$ cat config.mk
export PLATFORM = sky130hd
export DESIGN_NAME = piso_tx
export DESIGN_NICKNAME = d
export VERILOG_FILES = /design/src/rtl/piso_pkg.sv /design/src/rtl/tick_gen.sv /design/src/rtl/piso_tx.sv
export SDC_FILE = /design/constraint.sdc
export NUM_CORES = 1
export LEC_CHECK = 0
export CAP_MARGIN = 20
export CORE_ASPECT_RATIO = 1.25
export CORE_MARGIN = 2
export CORE_UTILIZATION = 45
export CTS_BUF_LIST = sky130_fd_sc_hd__clkbuf_16
export DETAILED_ROUTE_END_ITERATION = 7
export PLACE_DENSITY = 0.66
export SLEW_MARGIN = 5
export SYNTH_ARGS = -nofsm -noshare
export SYNTH_HDL_FRONTEND = slang
export SYNTH_SLANG_ARGS = --single-unit
export TNS_END_PERCENT = 1
$ cat constraint.sdc
create_clock -name clk -period 3.2 [get_ports clk]
set_input_delay 0.96 -clock clk [delete_from_list [all_inputs] [get_ports clk]]
set_output_delay 0.96 -clock clk [all_outputs]
set_load 0.005 [all_outputs]
$ cat src/rtl/piso_pkg.sv
// Shared types and default constants for the parallel-in serial-out transmitter
// and its bit-period tick generator.
package piso_pkg;

    typedef enum logic {
        IDLE  = 1'b0,
        SHIFT = 1'b1
    } state_t;

    localparam int WIDTH_DEF   = 4;
    localparam int DIV_MAX_SIM = 3;

endpackage

$ cat src/rtl/tick_gen.sv
// Clock-enable tick generator: counts 0..DIV_MAX while enabled and strobes
// tick on the terminal count. Shared by the transmit and receive sides.
module tick_gen #(
    parameter int DIV_MAX = 3
) (
    input  logic clk,
    input  logic rst,
    input  logic en,
    input  logic clr,
    output logic tick
);

    localparam int CW = (DIV_MAX > 0) ? $clog2(DIV_MAX + 1) : 1;
    localparam logic [CW-1:0] TC = CW'(DIV_MAX);

    logic [CW-1:0] cnt;

    assign tick = en && (cnt == TC);

    // NOTE: sequential state uses non-blocking assignments only, so every
    // register samples the pre-edge values of its neighbours.
    always_ff @(posedge clk) begin
        if (rst || clr) begin
            cnt <= '0;
        end else if (en) begin
            if (cnt == TC) begin
                cnt <= '0;
            end else begin
                cnt <= cnt + CW'(1);
            end
        end
    end

endmodule

$ cat src/rtl/piso_tx.sv
// Parallel-in serial-out transmitter: accepts a word via valid/ready and shifts
// it out MSB-first, one bit per DIV_MAX+1 clk cycles, with frame/tick/done flags.
module piso_tx
    import piso_pkg::*;
#(
    parameter int   WIDTH    = WIDTH_DEF,
    parameter int   DIV_MAX  = 33554431,
    parameter logic IDLE_LVL = 1'b0
) (
    input  logic             clk,
    input  logic             rst,
    input  logic             ld_valid,
    input  logic [WIDTH-1:0] ld_data,
    output logic             ld_ready,
    output logic             sout,
    output logic             frame,
    output logic             bit_tick,
    output logic             done
);

    localparam int BW = $clog2(WIDTH);
    localparam logic [BW-1:0] LAST_BIT = BW'(WIDTH - 1);

    state_t           state;
    logic [WIDTH-1:0] shreg;
    logic [BW-1:0]    bcnt;

    // Divider is held clear throughout IDLE, so every frame starts at count 0.
    tick_gen #(
        .DIV_MAX(DIV_MAX)
    ) u_tick_gen (
        .clk (clk),
        .rst (rst),
        .en  (state == SHIFT),
        .clr (state == IDLE),
        .tick(bit_tick)
    );

    // Status outputs decode straight from registers, so they carry no glitches
    // and no added latency.
    assign ld_ready = (state == IDLE);
    assign frame    = (state == SHIFT);
    assign sout     = (state == SHIFT) ? shreg[WIDTH-1] : IDLE_LVL;

    always_ff @(posedge clk) begin
        if (rst) begin
            state <= IDLE;
            shreg <= '0;
            bcnt  <= '0;
            done  <= 1'b0;
        end else begin
            done <= 1'b0;
            case (state)
                IDLE: begin
                    if (ld_valid) begin
                        shreg <= ld_data;
                        bcnt  <= '0;
                        state <= SHIFT;
                    end
                end
                SHIFT: begin
                    if (bit_tick) begin
                        if (bcnt == LAST_BIT) begin
                            state <= IDLE;
                            done  <= 1'b1;
                        end else begin
                            shreg <= {shreg[WIDTH-2:0], 1'b0};
                            bcnt  <= bcnt + BW'(1);
                        end
                    end
                end
                default: state <= IDLE;
            endcase
        end
    end

endmodule
; ---- Word level (Yosys, flattened, before mapping)
; Index checks and enable logic that the tools add are counted.
[op_classes]
addsub = 2
n_eq_ne = 5
muxes = 15
n_bitwise = 2
n_reduce_logical = 4
[op_table]
columns = operator, n
row1 = 25-bit by 1-bit adder with 25-bit output (second input constant), 1
row2 = 25-bit == test (second input constant), 1
row3 = 25-bit two-way mux, 1
row4 = 4-bit two-way mux, 3
row5 = 4-bit one-hot mux with 2 select lines, 1
row6 = 2-bit two-way mux, 3
row7 = 2-bit != test (second input constant), 3
row8 = 1-bit two-way mux, 5
row9 = 2-bit one-hot mux with 2 select lines, 1
row10 = 3-bit AND reduction, 1
row11 = 3-bit OR reduction, 1
row12 = 2-bit by 1-bit adder with 2-bit output (second input constant), 1
row13 = 2-bit == test (second input constant), 1
row14 = 1-bit NOT, 2
row15 = 1-bit one-hot mux with 2 select lines, 1
row16 = 1-bit logical AND, 1
row17 = 1-bit logical OR, 1
[totals]
register_bits = 33
input_bits = 7
output_inout_bits = 5
wordCells = 33

; ---- Depth between registers and ports, before layout
; Gate-level depths: netlist of run 1.
[depth]
depth_word = 4
mapped_depth = 6
depth_no_buf = 5

; ---- Hierarchy
; Synthesis of run 1 repeated with hierarchy kept, for this count alone.
[hier_totals]
cells_unflattened = 175
hier_area_um2 = 1536.5
[by_module_without_submodules]
columns = mod, instances, cells_per_inst, area_per_inst_um2, seq_area_each_um2
row1 = tick_gen, 1, 137, 1199.9, 500.5
row2 = piso_tx, 1, 38, 336.6, 160.2

; ---- Worst setup path after synthesis of run 1
; No wires, ideal clock.
[synth_timing]
path_type = reg-to-output
start = register u_tick_gen.cnt[8]
end = output bit_tick
arrival_ps = 1714
t_required_ps = 2240
path_slack_ps = 526
stages_incl_launch_ff = 6
cell_sequence = dfxtp_1 -> nand4_4 -> or4_1 -> buf_2 -> nor4_2 -> and2_1
[synth_between]
elab_chain_len = 2
[synth_lines]
columns = element, line_no
row1 = from (decl), tick_gen.sv:16  ; logic [CW-1:0] cnt;
row2 = from (signal assigned), tick_gen.sv:29  ; cnt <= cnt + CW'(1);
row3 = 25-bit == test, tick_gen.sv:18  ; assign tick = en && (cnt == TC);
row4 = 1-bit logical AND, tick_gen.sv:18
row5 = to (decl), piso_tx.sv:17  ; output logic bit_tick,
; No other way between the ends.

; ---- Final worst setup path of run 1
[layout_timing]
start = register u_tick_gen.cnt[10]
end = output bit_tick
; The elaborated chain is that of the path after synthesis.

==> results_dict.tcl, run 1 <==
set metrics [dict create \
    wl_per_cell_um 14.2 \
    crit_fanout 3 \
    end_kind "output pin" \
    setup_viol_count_final 0 \
    io-pin-count 12 \
    holdPathStages 2 \
    die_w_um 57.3 \
    synth.top_cells.by_count "dfxtp_1, nor2_1, nand2_1" \
    syn-instance-count 186 \
    cts_tree "done" \
    period_needed_ns 2.83 \
    hold_viol 0 \
    routed_via_density 5.88 \
    rsz0062_at_grt "false" \
    row_count 24 \
    vias 1434 \
    status "complete, no violations" \
    grt_max_degree 16 \
    hold_class "reg -> reg" \
    drv_cap 0 \
    critPathLaunchType "flop" \
    slew_viol_final 0 \
    place_congestion 0.765 \
    portBuffers 11 \
    multi_input_area_um2 892 \
    clk-insertion-delay-late_ns 0.28 \
    period_share 0.885 \
    grt_pass1_vias 1424 \
    cts_hold_buffers 0 \
    rr_worst_depth 5 \
    p_leak_uw 0.000670 \
    numCtsBuffers 5 \
    whs_ns 0.454 \
    fillCellCount 319 \
    post_cts_buffers 0 \
    ys_warn_count 0 \
    synth_area_leaders "dfxtp_1, or4_1, nor2_1, xnor2_1, a21oi_1" \
    route.detailed.drc 0 \
    syn_avg_cell_area_um2 8.58 \
    synthToLayoutAreaGrowth_pct 22.2 \
    drive_gt1_frac 0.137 \
    tns_ns 0 \
    die_h_um 70.6 \
    cts.clk_slew.worst_paths_ns 0.05 \
    synth_top_area_share 0.414 \
    start_util 0.462 \
    synth_largest_area_cell "dfxtp_1" \
    synth_edf_count 0 \
    grt_first_pass_wirelength_mm 6.11 \
    required_ns 2.24 \
    cts_max_path_buffers 2 \
    first_iter_violations 80 \
    fin_total_pwr_uw 902 \
    antenna_found_initial 0 \
    async_reset_ff_frac 0 \
    seq_area_um2 669 \
    cts-htree-levels 2 \
    track_usage 0.195 \
    clock_sinks 33 \
    clock.fmax_mhz 353 \
    relSlewSlack 0.678 \
    tightestPinTransition_ns 0.479 \
    skew_ns 0.00736 \
    synthDistinctLibCells 36 \
    dr.pass1.iters 4 \
    synth_nets 195 \
    die_area_um2 4040 \
    ys_seq_area_frac 0.414 \
    overflow 0 \
    arrival_ns 1.87 \
    peakVddDrop_v 0.000361 \
    critical_path_class "reg -> out" \
    coreArea_um2 3450 \
    yosysMostFrequentCell "dfxtp_1" \
    synth_flop_cell "dfxtp_1" \
    detail-route-antenna-nets 0 \
    dpl.hpwl_mm 2.47 \
    cellPowerDensity_nw_per_um2 462 \
    root_buffer "clkbuf_16" \
    synth-seq-cells 33 \
    drt_wl_total_mm 3.47 \
    syn_area_um2 1600 \
    insertedDiodeCount 0 \
    final_nets 213 \
]
sequential cells by signal, summed over array words and instances (netlist names):
name and count:
done 1, shreg 4, u_tick_gen.cnt 25, frame 1
bcnt 2
layer usage:
metal | GRT usage | routed length, µm | up-vias
met5 | 0 | 0 | -
met3 | 0.0585 | 118 | 6
met1 | 0.218 | 1510 | 689
met4 | 0.0956 | 72 | 0
li1 | - | - | 716
met2 | 0.332 | 1770 | 23
worst max-delay path, stage by stage (launching register included):
cell and delay (ns):
dfxtp_2 0.36, nand4_4 0.10, or4_4 0.57, nor4_4 0.28, and2_1 0.16, dlymetal6s2s_1 0.12
power breakdown:
part           internal, µW  switching [µW]  total, µW
combinational          22.1            19.9       42.0
clock                   280             162        442
sequential              416            2.38        418
total                   718             184        902
worst paths after layout:
path	startpoint	endpoint	slack [ns]
max	u_tick_gen.cnt[10]$_SDFFE_PP0P_	bit_tick	0.37
min	shreg[1]$_SDFFE_PP0P_	shreg[1]$_SDFFE_PP0P_	0.45
max reg2reg	u_tick_gen.cnt[0]$_SDFFE_PP0P_	shreg[3]$_SDFFE_PP0P_	0.78
min reg2reg	shreg[1]$_SDFFE_PP0P_	shreg[1]$_SDFFE_PP0P_	0.45
kinds of logic after synthesis:
group	count (synthesis)	share of synthesized area
adder cells (fa/ha/maj)	2	0.0157
buffers and inverters	16	0.0384
flip-flops	33	0.414
AO/OA/AOI/OAI	29	0.116
multiplexers	7	0.0462
AND/OR/NAND/NOR	88	0.310
XOR/XNOR	11	0.0603
metrics by stage:
stage	worst slack (ns)	std cells	cell area, µm²	utilization
6_report	0.367	244	1950	0.565
5_1_grt	0.269	244	1950	0.565
4_1_cts	0.0445	244	1920	0.557
3_5_place_dp	0.166	236	1780	0.517
3_3_place_gp	0.192	236	1780	0.517
2_1_floorplan	0.526	186	1600	-
cell usage in the layout (no fill, tap or decap), types with 8 or more instances in the layout:
master and n:
a21oi_1 11, buf_4 8, clkdlybuf4s50_1 10, dfxtp_1 28, inv_1 8, nand2_1 14
nand3_1 8, nor2_1 19, or4_1 9
area by class of cell:
type                       count  area share
clock buffer                   5      0.0641
clock inverter                 3     0.00641
inverter                       8      0.0154
multi-input combinational    137       0.457
sequential                    33       0.343
tap                           39      0.0250
timing repair buffer          19      0.0885
what timing repair did:
| action | CTS | global route |
|---|---|---|
| resized for setup | 2 | 8 |
| pin swaps | 1 | 3 |
| endpoints found under the setup margin | 1 | 1 |
Note: power is estimated with default switching activity, not from simulation.
==> inputs of run 2 (changes only) <==
PLACE_DENSITY = 0.68   (was 0.66)
clock period = 2.4 ns   (was 3.2 ns; I/O delays follow)
==> results_dict.tcl, run 2 (synthesis results as in run 1) <==
set metrics [dict create \
    status "complete, but fails checks" \
    violations "setup timing" \
    slew_viol_final 0 \
    peakVddDrop_v 0.000521 \
    seq_area_um2 666 \
    wl_per_cell_um 14.9 \
    vias 1564 \
    cts.clk_slew.worst_paths_ns 0.05 \
    coreArea_um2 3450 \
    holdPathEnd "shreg[0]$_SDFFE_PP0P_" \
    crit_fanout 2 \
    grt_first_pass_wirelength_mm 6.93 \
    largest_register_ffs 25 \
    relSlewSlack 0.578 \
    skew_ns 0.00680 \
    clock.fmax_mhz 412 \
    largest-register "u_tick_gen.cnt" \
    layout_commonest_cell "buf_4" \
    setup_viol_count_final 1 \
    overflow 0 \
    r2r-end "shreg[3]$_SDFFE_PP0P_" \
    final_nets 237 \
    routed_via_density 5.86 \
    multi_input_area_um2 887 \
    io-pin-count 12 \
    critical_path_class "reg -> out" \
    layout_setup_ws_ns -0.0269 \
    largest_registers "u_tick_gen.cnt (25), shreg (4), bcnt (2)" \
    dp_cells 257 \
    holdPathStages 2 \
    clock_sinks 33 \
    insertedDiodeCount 0 \
    cts_tree "done" \
    hold_viol 0 \
    critPathLaunchType "flop" \
    fillCellCount 310 \
    numCtsBuffers 5 \
    mostFrequentLayoutCells "buf_4, dfxtp_1, nor2_1" \
    grt_max_degree 15 \
    cts_hold_buffers 0 \
    start_util 0.462 \
    detail-route-antenna-nets 0 \
    portBuffers 11 \
    dr.pass1.iters 4 \
    period_needed_ns 2.43 \
    end_kind "output pin" \
    p_leak_uw 0.000777 \
    drive_gt1_frac 0.219 \
    min_from "shreg[0]$_SDFFE_PP0P_" \
    hold_class "reg -> reg" \
    drv_cap 0 \
    row_count 24 \
    cellPowerDensity_nw_per_um2 566 \
    fin_cells 267 \
    reg2reg_from "u_tick_gen.cnt[1]$_SDFFE_PP0P_" \
    route.detailed.drc 0 \
    place_congestion 0.768 \
    rsz0062_at_grt "true" \
    dpl.hpwl_mm 2.91 \
    die_h_um 70.6 \
    clk-insertion-delay-late_ns 0.27 \
    first_iter_violations 46 \
    cts_max_path_buffers 2 \
    root_buffer "clkbuf_16" \
    grt_pass1_vias 1585 \
    rr_worst_depth 6 \
    tightestPinTransition_ns 0.627 \
    die_w_um 57.3 \
    arrival_ns 1.71 \
    fin_total_pwr_uw 1190 \
    place_ws_ns -0.367 \
    synthToLayoutAreaGrowth_pct 32.1 \
    cts-htree-levels 2 \
    required_ns 1.68 \
    die_area_um2 4040 \
    antenna_found_initial 0 \
    period_share 1.01 \
    track_usage 0.220 \
    drt_wl_total_mm 3.98 \
    reg2reg_slack_ns 0.24 \
]
[run 2: worst max path at each step]
| stage | from | slack, ns | depth (start not counted) | endpoint |
|---|---|---|---|---|
| floorplan | u_tick_gen.cnt[8]$_SDFFE_PP0P_ | 0.006 | 5 | bit_tick |
| global placement | u_tick_gen.cnt[11]$_SDFFE_PP0P_ | -0.32 | 5 | bit_tick |
| detailed placement | u_tick_gen.cnt[11]$_SDFFE_PP0P_ | -0.37 | 5 | bit_tick |
| CTS | u_tick_gen.cnt[11]$_SDFFE_PP0P_ | -0.12 | 5 | bit_tick |
| global route | u_tick_gen.cnt[8]$_SDFFE_PP0P_ | -0.08 | 5 | bit_tick |
| finish | u_tick_gen.cnt[10]$_SDFFE_PP0P_ | -0.03 | 5 | bit_tick |
[run 2: report_power, final]
part	internal, µW	total, µW	switching, µW
logic	31.6	59.8	28.2
registers	555	559	3.18
clock network	369	575	206
total	956	1190	237
[run 2: final cells by class]
class	instances	area share
multi-input combinational	137	0.421
sequential	33	0.316
timing repair buffer	43	0.164
clock buffer	5	0.0593
tap	39	0.0231
inverter	8	0.0142
clock inverter	2	0.00356
[run 2: timing repair]
action                                  in CTS  in global routing
buffers inserted                             2                  1
resized for setup                            9                  0
endpoints found under the setup margin       1                  1
pin swaps                                    4                  4
[run 2: routing by layer]
| layer | up-vias | global-route usage | wire (µm) |
|---|---|---|---|
| met3 | 5 | 0.0622 | 108 |
| met1 | 778 | 0.248 | 1700 |
| met4 | 0 | 0.0879 | 38 |
| met2 | 22 | 0.387 | 2130 |
| met5 | - | 0 | 0 |
| li1 | 759 | - | - |
[run 2: critical path, stage by stage, from the launching register on]
cell     delay, ns
dfxtp_2       0.35
nand4_4       0.10
or4_4         0.55
nor4_4        0.15
and2_1        0.17
buf_2         0.11
[run 2: stage by stage]
stage | utilization | hold WS (ns) | setup TNS [ns] | instance area (µm²)
floorplan | - | 0.426 | 0 | 1610
global placement | 0.565 | 0.443 | -0.316 | 1950
detailed placement | 0.565 | 0.456 | -0.367 | 1950
CTS | 0.609 | 0.466 | -0.123 | 2100
global route | 0.611 | 0.477 | -0.0791 | 2110
finish | 0.611 | 0.472 | -0.0269 | 2110
==> inputs of run 3 (changes only) <==
CTS_CLUSTER_SIZE = 25   (was not set)
==> results of run 3 <==
No change in the layout: final DEF, timing and power equal those of run 2.
==> variant (settings of run 1) <==
Make the reset (`rst`) asynchronous in one clocked block.
--- a/src/rtl/piso_tx.sv
+++ b/src/rtl/piso_tx.sv
@@ -42,7 +42,7 @@
     assign frame    = (state == SHIFT);
     assign sout     = (state == SHIFT) ? shreg[WIDTH-1] : IDLE_LVL;
 
-    always_ff @(posedge clk) begin
+    always_ff @(posedge clk or posedge rst) begin
         if (rst) begin
             state <= IDLE;
             shreg <= '0;
Check against the original RTL: differs if rst is asserted again (counterexample within 4 cycles, from zero or initial values and one cycle with rst high); with rst held inactive, the same outputs for 10 cycles.
==> variant against run 1 <==
- first-iteration DRC count shrank 53%
- critical path depth is the same
- worst setup slack lost 0.20 ns
- design area shrank 4.3%
- total power grew 9.4%
- sequential cell count is the same
- die area shrank 1.7%
- cell count shrank 4.5%
- combinational power shrank 12%
- via count shrank 11%
- clock skew shrank 0.0036 ns
- synthesized area shrank 1.8%
- largest cell class unchanged
- routed wire length shrank 11%
==> variant: results (changes against run 1) <==
CTS
  • Clk slew on worst S/H paths: 0.05 ns (about the same)
  • CTS resizes: 0 (-2)
  • H-tree depth: 2 (unchanged)
  • TritonCTS Buffers: 5 (unchanged)
  • Setup bufs post-CTS: 0 (unchanged)
  • Clock Tree Root: clkbuf_16
  • Worst-Skew Late Latency: 0.27 ns

Worst setup path
  • Register-to-Register Path Depth: 6 (+1)
  • Reg-to-reg slack, setup: 1.15 ns (+0.37 ns)
  • Crit Path Max Fanout: 6 (+3)
  • R2R Path End: shreg[1]$_DFFE_PP0P_
  • Arr. time, crit path: 2.08 ns (+0.21 ns)
  • Reg2reg start: u_tick_gen.cnt[0]$_SDFFE_PP0P_

Yosys
  • Synth cell count leaders: nor2_1, dfxtp_1, nand2_1, xnor2_1
  • Synthesized Nets: 190 (-2.6%)
  • Register area share after synthesis: 44.69% (+3.3 points)
  • Syn Inst Count: 181 (-2.7%)
  • Asr flop ratio synth: 24.24% (+24 points)
  • Warnings from Yosys: 0 (unchanged)
  • Distinct cell type count after synthesis: 32 (-11%)
  • Synth area leaders: dfxtp_1, dfrtp_1, xnor2_1

Timing
  • Clock Skew: 0.003764 ns (-0.003595 ns)
  • Fin Hold WS: 0.4465 ns (-0.007771 ns)
  • Least-Margin Pin Slew: 0.4570 ns (-0.02223 ns)

Run status
  • Outcome: completed

Cells and area
  • Nets@finish: 204 (-4.2%)
  • Post-Layout Cell Count: 233 (-4.5%)
  • Ant diodes: 0 (unchanged)
  • Biggest regs: u_tick_gen.cnt (25), shreg (4), bcnt (2)
  • Share of cells above drive strength 1: 6.122% (-7.5 points)

Power
  • Pleak: 0.6993 nW (+4.3%)
  • Peak VDD IR: 0.4841 mV (+34%)

Place
  • HPWL after DPL: 2.239 mm (-9.4%)
  • Placer Congestion: 0.8429 (+10%)
  • # port buffers: 11 (unchanged)
  • Dpl cells: 225 (-4.7%)

Detailed routing
  • Starting DRT DRC Count: 38 (-53%)
  • Drt wl/cell: 13.31 um (-6.5%)
  • Via Count: 1276 (-11%)
  • DR pass1 iterations: 4 (unchanged)

Min path
  • Min-Delay Path Class: reg -> reg
  • Hold Startpoint: u_tick_gen.cnt[0]$_SDFFE_PP0P_
  • Hold depth: 1 (-1)
  • Hold Crit Endpoint: u_tick_gen.cnt[0]$_SDFFE_PP0P_

Global route
  • Vias in the first global route: 1247 (-12%)
  • Largest net degree at the start of global routing: 20 (+4)
  • Total track usage: 17.62% (-1.9 points)
  • First-pass GRT wire length: 5.388 mm (-12%)
  • Initial antenna violation count: 0 (unchanged)
==> variant: changes by cell type after synthesis, moves of 7 or more <==
cell     before  now
nor2_1       19   37
a21oi_1      11    0
xnor2_1       7   17
dfrtp_1       0    8
dfxtp_1      33   25
or4_1        10    2
nor3_1        4   11
o31ai_1       7    0
==> variant: through the flow <==
stage                     total power, mW  setup slack [ns]  area [sq um]
final                              0.9873            0.1635          1867
after global routing                1.023           0.02972          1867
after CTS                          0.9957            0.1482          1867
after detailed placement           0.4717            0.4741          1704
after global placement             0.4694            0.4954          1704
after floorplan                    0.4568             1.020          1568
==> variant: worst max-delay path by stage <==
stage	startpoint	to	slack [ns]	cells past startpoint
3_3_place_gp	u_tick_gen.cnt[0]$_SDFFE_PP0P_	bit_tick	0.50	5
2_1_floorplan	u_tick_gen.cnt[0]$_SDFFE_PP0P_	bit_tick	1.02	5
5_1_grt	u_tick_gen.cnt[0]$_SDFFE_PP0P_	bit_tick	0.03	5
6_report	u_tick_gen.cnt[0]$_SDFFE_PP0P_	bit_tick	0.16	5
4_1_cts	u_tick_gen.cnt[0]$_SDFFE_PP0P_	bit_tick	0.15	5
3_5_place_dp	u_tick_gen.cnt[0]$_SDFFE_PP0P_	bit_tick	0.47	5
==> variant: logic make-up after synthesis <==
logic type | after synthesis | synth area share [%]
DFF | 33 | 44.69
AOI/OAI and AO/OA | 9 | 5.268
buffers and inverters | 16 | 4.389
adders and majority gates | 2 | 1.596
and+or+nand+nor | 95 | 29.29
xor gates and xnor gates | 23 | 12.85
muxes | 3 | 1.915
==> variant: critical path, cell delays in order, from the launching register on <==
cell and delay, ns:
dfxtp_1 0.35, ha_1 0.22, and3_1 0.30, nand3_1 0.14, nor3_1 0.24, clkdlybuf4s50_1 0.55
==> variant: metal layers <==
layer | global-route usage, % | share of wire (%) | vias up
li1 | - | - | 641
met1 | 18.21 | 43 | 592
met2 | 30.23 | 49 | 31
met3 | 6.481 | 5.0 | 12
met4 | 9.819 | 3.2 | 0
met5 | 0 | 0 | -
==> variant: power by group <==
| part | internal, mW | switching, mW | leakage, nW |
|---|---|---|---|
| registers | 0.421 | 0.00605 | 0.304 |
| clock network | 0.361 | 0.163 | 0.0826 |
| logic | 0.0173 | 0.0195 | 0.313 |
==> variant: area by class of cell <==
| class | instances | area [sq um] |
|---|---|---|
| fillers | 298 | 1414 |
| multi-input cells | 132 | 798.3 |
| flip-flops and latches | 33 | 700.7 |
| clock buffers | 5 | 125.1 |
| repair buffers | 12 | 117.6 |
| well taps | 37 | 46.29 |
| inverters | 11 | 41.29 |
| clock inverters | 3 | 37.54 |
